--- src/rtl/pc_unit_pkg.sv ---
// pc_unit_pkg: next-PC source encoding and default PC parameters
package pc_unit_pkg;
  typedef enum logic [2:0] {
    PC_SEL_RST,
    PC_SEL_HOLD,
    PC_SEL_RET,
    PC_SEL_CALL,
    PC_SEL_JMP,
    PC_SEL_BR,
    PC_SEL_INC
  } pc_sel_e;
  localparam int DEF_WIDTH = 16;
  localparam int DEF_STEP = 1;
  localparam int DEF_RESET_VEC = 0;
endpackage

--- src/rtl/pc_unit_ret_stack.sv ---
// pc_unit_ret_stack: synchronous LIFO of return addresses; push and pop never coincide
module pc_unit_ret_stack #(
  parameter int WIDTH = 16,
  parameter int STACK_DEPTH = 8
) (
  input  logic             clk,
  input  logic             rst,
  input  logic             push,
  input  logic             pop,
  input  logic [WIDTH-1:0] push_data,
  output logic [WIDTH-1:0] top,
  output logic             full,
  output logic             empty
);
  localparam int PW = $clog2(STACK_DEPTH + 1);
  localparam int AW = $clog2(STACK_DEPTH);
  logic [WIDTH-1:0] mem [STACK_DEPTH];
  logic [PW-1:0] ptr;
  logic [AW-1:0] wr_idx, rd_idx;
  assign wr_idx = AW'(ptr);
  assign rd_idx = wr_idx - AW'(1);
  assign top = mem[rd_idx];
  assign full = ptr == PW'(STACK_DEPTH);
  assign empty = ptr == '0;
  always_ff @(posedge clk)
    if (push) mem[wr_idx] <= push_data;
  always_ff @(posedge clk) begin
    if (rst) ptr <= '0;
    else if (push) ptr <= ptr + PW'(1);
    else if (pop) ptr <= ptr - PW'(1);
  end
endmodule

--- src/rtl/pc_unit.sv ---
// pc_unit: program counter with stall, branch, jump, call/return; PC_RET_STACK_EN enables the return stack
module pc_unit
  import pc_unit_pkg::*;
#(
  parameter int WIDTH = DEF_WIDTH,
  parameter int RESET_VEC = DEF_RESET_VEC,
  parameter int STEP = DEF_STEP,
  parameter int STACK_DEPTH = 8
) (
  input  logic             clk,
  input  logic             rst,
  input  logic             stall,
  input  logic             jump_en,
  input  logic [WIDTH-1:0] jump_addr,
  input  logic             branch_en,
  input  logic [WIDTH-1:0] branch_off,
  input  logic             call_en,
  input  logic             ret_en,
  output logic [WIDTH-1:0] pc,
  output logic [WIDTH-1:0] next_pc,
  output logic             stack_full,
  output logic             stack_empty,
  output logic             stack_err
);
  localparam logic [WIDTH-1:0] STEP_W = WIDTH'(STEP);
  localparam logic [WIDTH-1:0] RST_W = WIDTH'(RESET_VEC);
`ifdef PC_RET_STACK_EN
  localparam logic RS = 1'b1;
`else
  localparam logic RS = 1'b0;
`endif
  pc_sel_e sel;
  logic [WIDTH-1:0] inc, ret_top;
  logic err_d;
  assign inc = pc + STEP_W;
  always_comb begin
    sel = rst ? PC_SEL_RST :
          stall ? PC_SEL_HOLD :
          (RS && ret_en) ? PC_SEL_RET :
          call_en ? PC_SEL_CALL :
          jump_en ? PC_SEL_JMP :
          branch_en ? PC_SEL_BR : PC_SEL_INC;
    next_pc = sel == PC_SEL_RST ? RST_W :
              sel == PC_SEL_HOLD ? pc :
              sel == PC_SEL_RET ? (stack_empty ? inc : ret_top) :
              (sel == PC_SEL_CALL || sel == PC_SEL_JMP) ? jump_addr :
              sel == PC_SEL_BR ? pc + branch_off : inc;
    err_d = (sel == PC_SEL_RET && stack_empty) || (sel == PC_SEL_CALL && stack_full);
  end
`ifdef PC_RET_STACK_EN
  pc_unit_ret_stack #(.WIDTH(WIDTH), .STACK_DEPTH(STACK_DEPTH)) u_stack (
    .clk       (clk),
    .rst       (rst),
    .push      (sel == PC_SEL_CALL && !stack_full),
    .pop       (sel == PC_SEL_RET && !stack_empty),
    .push_data (inc),
    .top       (ret_top),
    .full      (stack_full),
    .empty     (stack_empty)
  );
`else
  assign ret_top = '0;
  assign stack_full = 1'b0;
  assign stack_empty = 1'b1;
`endif
  always_ff @(posedge clk) begin
    if (rst) begin
      pc <= RST_W;
      stack_err <= 1'b0;
    end else begin
      pc <= next_pc;
      stack_err <= err_d;
    end
  end
endmodule

--- config.mk ---
export PLATFORM = sky130hd
export DESIGN_NAME = pc_unit
export DESIGN_NICKNAME = d
export VERILOG_FILES = /design/src/rtl/pc_unit_pkg.sv /design/src/rtl/pc_unit_ret_stack.sv /design/src/rtl/pc_unit.sv
export SDC_FILE = /design/constraint.sdc
export NUM_CORES = 1
export LEC_CHECK = 0
export ABC_AREA = 1
export BUFFER_PORTS_ARGS = -buffer_cell sky130_fd_sc_hd__buf_2
export CAP_MARGIN = 10
export CORE_UTILIZATION = 53
export DETAILED_ROUTE_END_ITERATION = 8
export GPL_TIMING_DRIVEN = 0
export MAX_ROUTING_LAYER = met4
export PLACE_DENSITY = 0.91
export SLEW_MARGIN = 20
export SYNTH_ARGS = -nofsm -noshare
export SYNTH_HDL_FRONTEND = slang
export SYNTH_SLANG_ARGS = --single-unit
--- constraint.sdc ---
create_clock -name clk -period 2.7 [get_ports clk]
set_input_delay 0.54 -clock clk [delete_from_list [all_inputs] [get_ports clk]]
set_output_delay 0.54 -clock clk [all_outputs]
set_load 0.01 [all_outputs]
**Yosys cells after proc, flatten, opt, wreduce, memory -nomap -nowiden**

Index checks and enable logic that the tools add are counted.

- RAM bits: 0
- Memories kept: 0
- Register bits after elaboration: 17
- Latch bits: 0
- Output and inout bits: 35
- Logic and storage cells: 21
- Bits in read-only memories: 0
- Input bits: 39

- Muxes and demuxes: 10
- Magnitude comparators: 0
- Shift operators: 0
- Reductions and logical operators: 2
- Bitwise gates (word level): 0
- Add/subtract/negate cells: 2
- Div/mod/pow operators: 0
- Multipliers: 0
- Eq/ne operators: 5

Operators by type and width:

| kind | number |
|---|---|
| 2-to-1 mux 16 bit | 5 |
| adder 16 x 1 -> 16 bit (second input constant) | 1 |
| adder 16 bit | 1 |
| 2-to-1 mux 3 bit | 3 |
| equality test 3 x 2 -> 1 bit (second input constant) | 2 |
| equality test 3 bit (second input constant) | 2 |
| 2-to-1 mux 2 bit | 2 |
| equality test 3 x 1 -> 1 bit (second input constant) | 1 |
| zero test 3 bit | 1 |
| logical OR 1 bit | 1 |

**Depth between registers and ports, before layout**

- Depth after elaboration: 11
- Gate-level depth with buffers: 12

**Worst setup path after synthesis**

OpenSTA, ideal clock, no wires.

- Path type: input to output
- From: input port branch_off[0]
- To: output port next_pc[14]
- Stages: 12
- Buffers on the path: 0
- Data arrival time: 1926 ps
- Data required time: 2160 ps
- Path slack: 234 ps
- Path through: ha_1 inv_1 fa_1 inv_1 nand4_1 nand2_1 nand2_1 nand2_1 nand2_1 nand3_1 nand2_1 a21oi_1

- Word-level cells in the longest chain between the ends: 6

Ends and longest elaborated chain:

| what | line | source |
|---|---|---|
| from (decl) | pc_unit.sv:16 | `input logic [WIDTH-1:0] branch_off,` |
| adder 16 bit | pc_unit.sv:47 | `sel == PC_SEL_BR ? pc + branch_off : inc;` |
| 2-to-1 mux 16 bit | pc_unit.sv:47 |  |
| 2-to-1 mux 16 bit | pc_unit.sv:46 | `(sel == PC_SEL_CALL \|\| sel == PC_SEL_JMP) ? jump_addr :` |
| 2-to-1 mux 16 bit | pc_unit.sv:45 | `sel == PC_SEL_RET ? (stack_empty ? inc : ret_top) :` |
| 2-to-1 mux 16 bit | pc_unit.sv:44 | `sel == PC_SEL_HOLD ? pc :` |
| 2-to-1 mux 16 bit | pc_unit.sv:43 | `next_pc = sel == PC_SEL_RST ? RST_W :` |
| to (decl) | pc_unit.sv:20 | `output logic [WIDTH-1:0] next_pc,` |

No other way between the ends.

**Worst setup path in the final report**

- From: register pc[0]
- To: output port next_pc[10]

- Word-level cells in the longest chain between the ends: 6
- Elaborated cells between the ends (all ways): 7

Ends and longest elaborated chain:

| what | line | source |
|---|---|---|
| from (decl) | pc_unit.sv:19 | `output logic [WIDTH-1:0] pc,` |
| from (signal assigned) | pc_unit.sv:71 | `pc <= next_pc;` |
| adder 16 x 1 -> 16 bit / adder 16 bit (equally long branches) | pc_unit.sv:35, pc_unit.sv:47 |  |
| 2-to-1 mux 16 bit | pc_unit.sv:47 |  |
| 2-to-1 mux 16 bit | pc_unit.sv:46 |  |
| 2-to-1 mux 16 bit * | pc_unit.sv:45 |  |
| 2-to-1 mux 16 bit * | pc_unit.sv:44 |  |
| 2-to-1 mux 16 bit * | pc_unit.sv:43 |  |

Every way passes the cells marked *; elsewhere a longest branch is shown, timed or not.

==> run metrics <==
max_cap viols=0; Hold/Removal Path Class=primary input to flop; Sinks on Clock Net=17; Crit-path slowest cell=fa_2; combinational power share=46.7%; Max Root-Sink Buffers=2; Placer Congestion=0.9696; most frequent cells in the layout=nand2_1 (128), buf_2 (73), inv_1 (64), nand3_1 (28); final setup fails=5; Post-Synth XOR/XNOR Area=3.619%; register area share after synthesis=14.06%; internal power=0.5560 mW; CTS tree=done; clk_lat worst skew=0.26 ns; Critical Path RT=2.16 ns; top-level I/O count=74; #FFs+latches synth=17; most common cell after layout, fill and taps aside=nand2_1; # fillers=372; row count=24; synthesized area=2420 um^2; nets=566; Worst Reg2Reg Path Length in Cells=12; Highest Signal Layer=met4; DR pass1 iterations=5; Die Ht=69.57 um; Initial DRC Count=281; period utilization=102.4%; IO buf count=70; hold depth=3; All-Layer GR Usage=32.18%; endpoints failing hold=0; outcome=complete, but fails checks; Worst path most repeated cell=nand2_2; TritonCTS Buffers=3; placed insts=554; Slew Limit Fails=0; crit path kind=flop to output port; Final TNS setup=-0.1758 ns; Avg WL per Cell=14.09 um; initial antenna violation count=0; simple-gate share of the synthesized area=41.73%; NetSw=0.4010 mW; H-tree level count=1; DIE WIDTH=69.57 um; total routed wire length on the met1 layer=3297 um; Syn Inst Count=431; max incr delay on CP=0.41 ns; fin cells=561; Total Power=0.9570 mW; CP cell instances=ha_4, inv_2, fa_2, inv_2, nand4_1, nand2_2, nand2_2, nand2_2, nand2_2, nand3_2, nand2_2, a21oi_2, buf_2; vias post-DR=3,112; violated checks=negative setup slack; cell area after layout=3132 um^2; Routed Wire Length=7905 um; total grt overflow=0; CTS clock-pin slew for the worst setup and hold paths=0.07 ns; leak pwr=1.627 nW; Synth top area share=21.56%; top cell type by total area after synthesis=nand2_1; final setup skew=0.002014 ns; Max FO, Critical Path=4; DR WL met3=543 um; PnR worst setup slack=-0.06374 ns; crit end category=output port; Syn. warnings=0; DR DRC count=0; first-pass GRT wire length=12,350 um; vias in the first global route=2,828; Yosys cell types=37; share of cells above drive strength 1=32.02%; worst path arrival time=2.22 ns; core area=4384 um^2; clock share of power=21.6%; Area contributors post-synth=nand2_1 (22%), dfxtp_1 (14%), inv_1 (10%), ha_1 (8.3%), nand3_1 (7.9%); die footprint=4840 um^2; DP HPWL=5662 um; RSZ-0062 raised after global routing=yes; Synth Area in Compound Gates=17.22%; Final min period=2.764 ns; post-synthesis mux area share=0%; Ant. Diodes=0; met2 WL=3877 um; Antenna Nets Post-Route=0; Synth Area in Adders=9.100%; Initial Util=55.19%; CTS Hold Bufs=0; worst vdd ir=0.3230 mV; Post-Syn Area per Cell=5.614 um^2; Setup crit start kind=flop; f_max=0.3618 GHz; via/cell ratio=5.547; Root Buffer=clkbuf_8; combinational family with the most area after synthesis=simple AND/OR/NAND/NOR gates; PwrDens=305.6 nW/um^2; Sw Share=41.90%; pin count of the biggest net entering global routing=11; part of the power in registers=31.7%; area delta synth->final=29.42%; placed cell areas=2839 um^2
[final timing paths]
check	slack, ns	startpoint	end
worst min-delay path	0.56	jump_addr[7]	pc[7]
worst max-delay path	-0.06	pc[0]	next_pc[10]
worst min register to register	0.58	pc[2]	pc[2]
worst max register to register	0.69	pc[0]	pc[10]
[sequential cells by signal (all words and copies together) (netlist names)]
name and flops:
pc 16, stack_err 1
[cell usage after synthesis, drive strengths merged]
| cell type | n |
|---|---|
| nand2 | 144 |
| inv | 69 |
| nand3 | 38 |
| a21oi | 35 |
| nor2 | 31 |
| o21ai | 22 |
| dfxtp | 17 |
| ha | 16 |
| nand4 | 10 |
| buf | 9 |
| a31oi | 8 |
| xor2 | 7 |
| clkbuf | 4 |
| o22ai | 4 |
| nor3 | 3 |
| xnor2 | 3 |
| conb | 2 |
| nand3b | 2 |
| o21bai | 2 |
| or2 | 2 |
| and2 | 1 |
| fa | 1 |
| o211ai | 1 |
[metrics by stage]
stage | utilization, % | hold WS [ns] | setup WS [ns]
6_report | 71.43 | 0.5598 | -0.06374
4_1_cts | 67.01 | 0.5646 | 0.002427
3_3_place_gp | 64.75 | 0.5962 | -0.1521
2_1_floorplan | - | 0.5711 | 0.2339
3_5_place_dp | 64.75 | 0.6152 | -0.2001
5_1_grt | 71.43 | 0.5914 | -0.1626
[logic make-up (layout without fill, tap and decap cells)]
family                   after synthesis  count (layout)
adder cells (fa/ha/maj)               17              17
XOR/XNOR                              10              10
AO/OA/AOI/OAI                         72              72
buffers and inverters                 82             159
other                                  2               3
flip-flops                            17              17
AND/OR/NAND/NOR                      231             231
[metal layers]
metal	global-route usage, %	vias up
met5	-	-
met4	10.43	0
met3	3.343	24
met2	53.72	158
met1	40.68	1380
li1	-	1550
[power groups by stage]
stage | clock [mW] | combinational (mW) | sequential (mW)
5_1_grt | 0.211 | 0.495 | 0.305
4_1_cts | 0.200 | 0.395 | 0.298
2_1_floorplan | 0 | 0.261 | 0.302
3_5_place_dp | 0 | 0.381 | 0.304
6_report | 0.206 | 0.447 | 0.303
3_3_place_gp | 0 | 0.371 | 0.303
[area by class of cell]
| class | instances | area, um^2 | share of cell area (%) |
|---|---|---|---|
| flip-flops and latches | 17 | 366.6 | 11.71 |
| repair buffers | 73 | 375.4 | 11.99 |
| plain buffers | 13 | 76.32 | 2.437 |
| inverters | 69 | 261.5 | 8.350 |
| well taps | 52 | 65.06 | 2.078 |
| multi-input cells | 333 | 1942 | 62.01 |
| clock buffers | 4 | 45.04 | 1.438 |
[repair_timing]
action	4_1_cts	5_1_grt
resized for setup	14	49
setup endpoints to repair	9	12
buffers inserted	1	2
pin swaps	2	9
[critical path: cells and delay by family, from the launching register on]
kind | cells | cell delay, ns
buf+inv | 3 | 0.25
flops | 1 | 0.38
fa+ha+maj | 2 | 0.57
simple gates | 7 | 0.62
compound gates | 1 | 0.14
No activity file was read; power rests on OpenSTA's default activity.
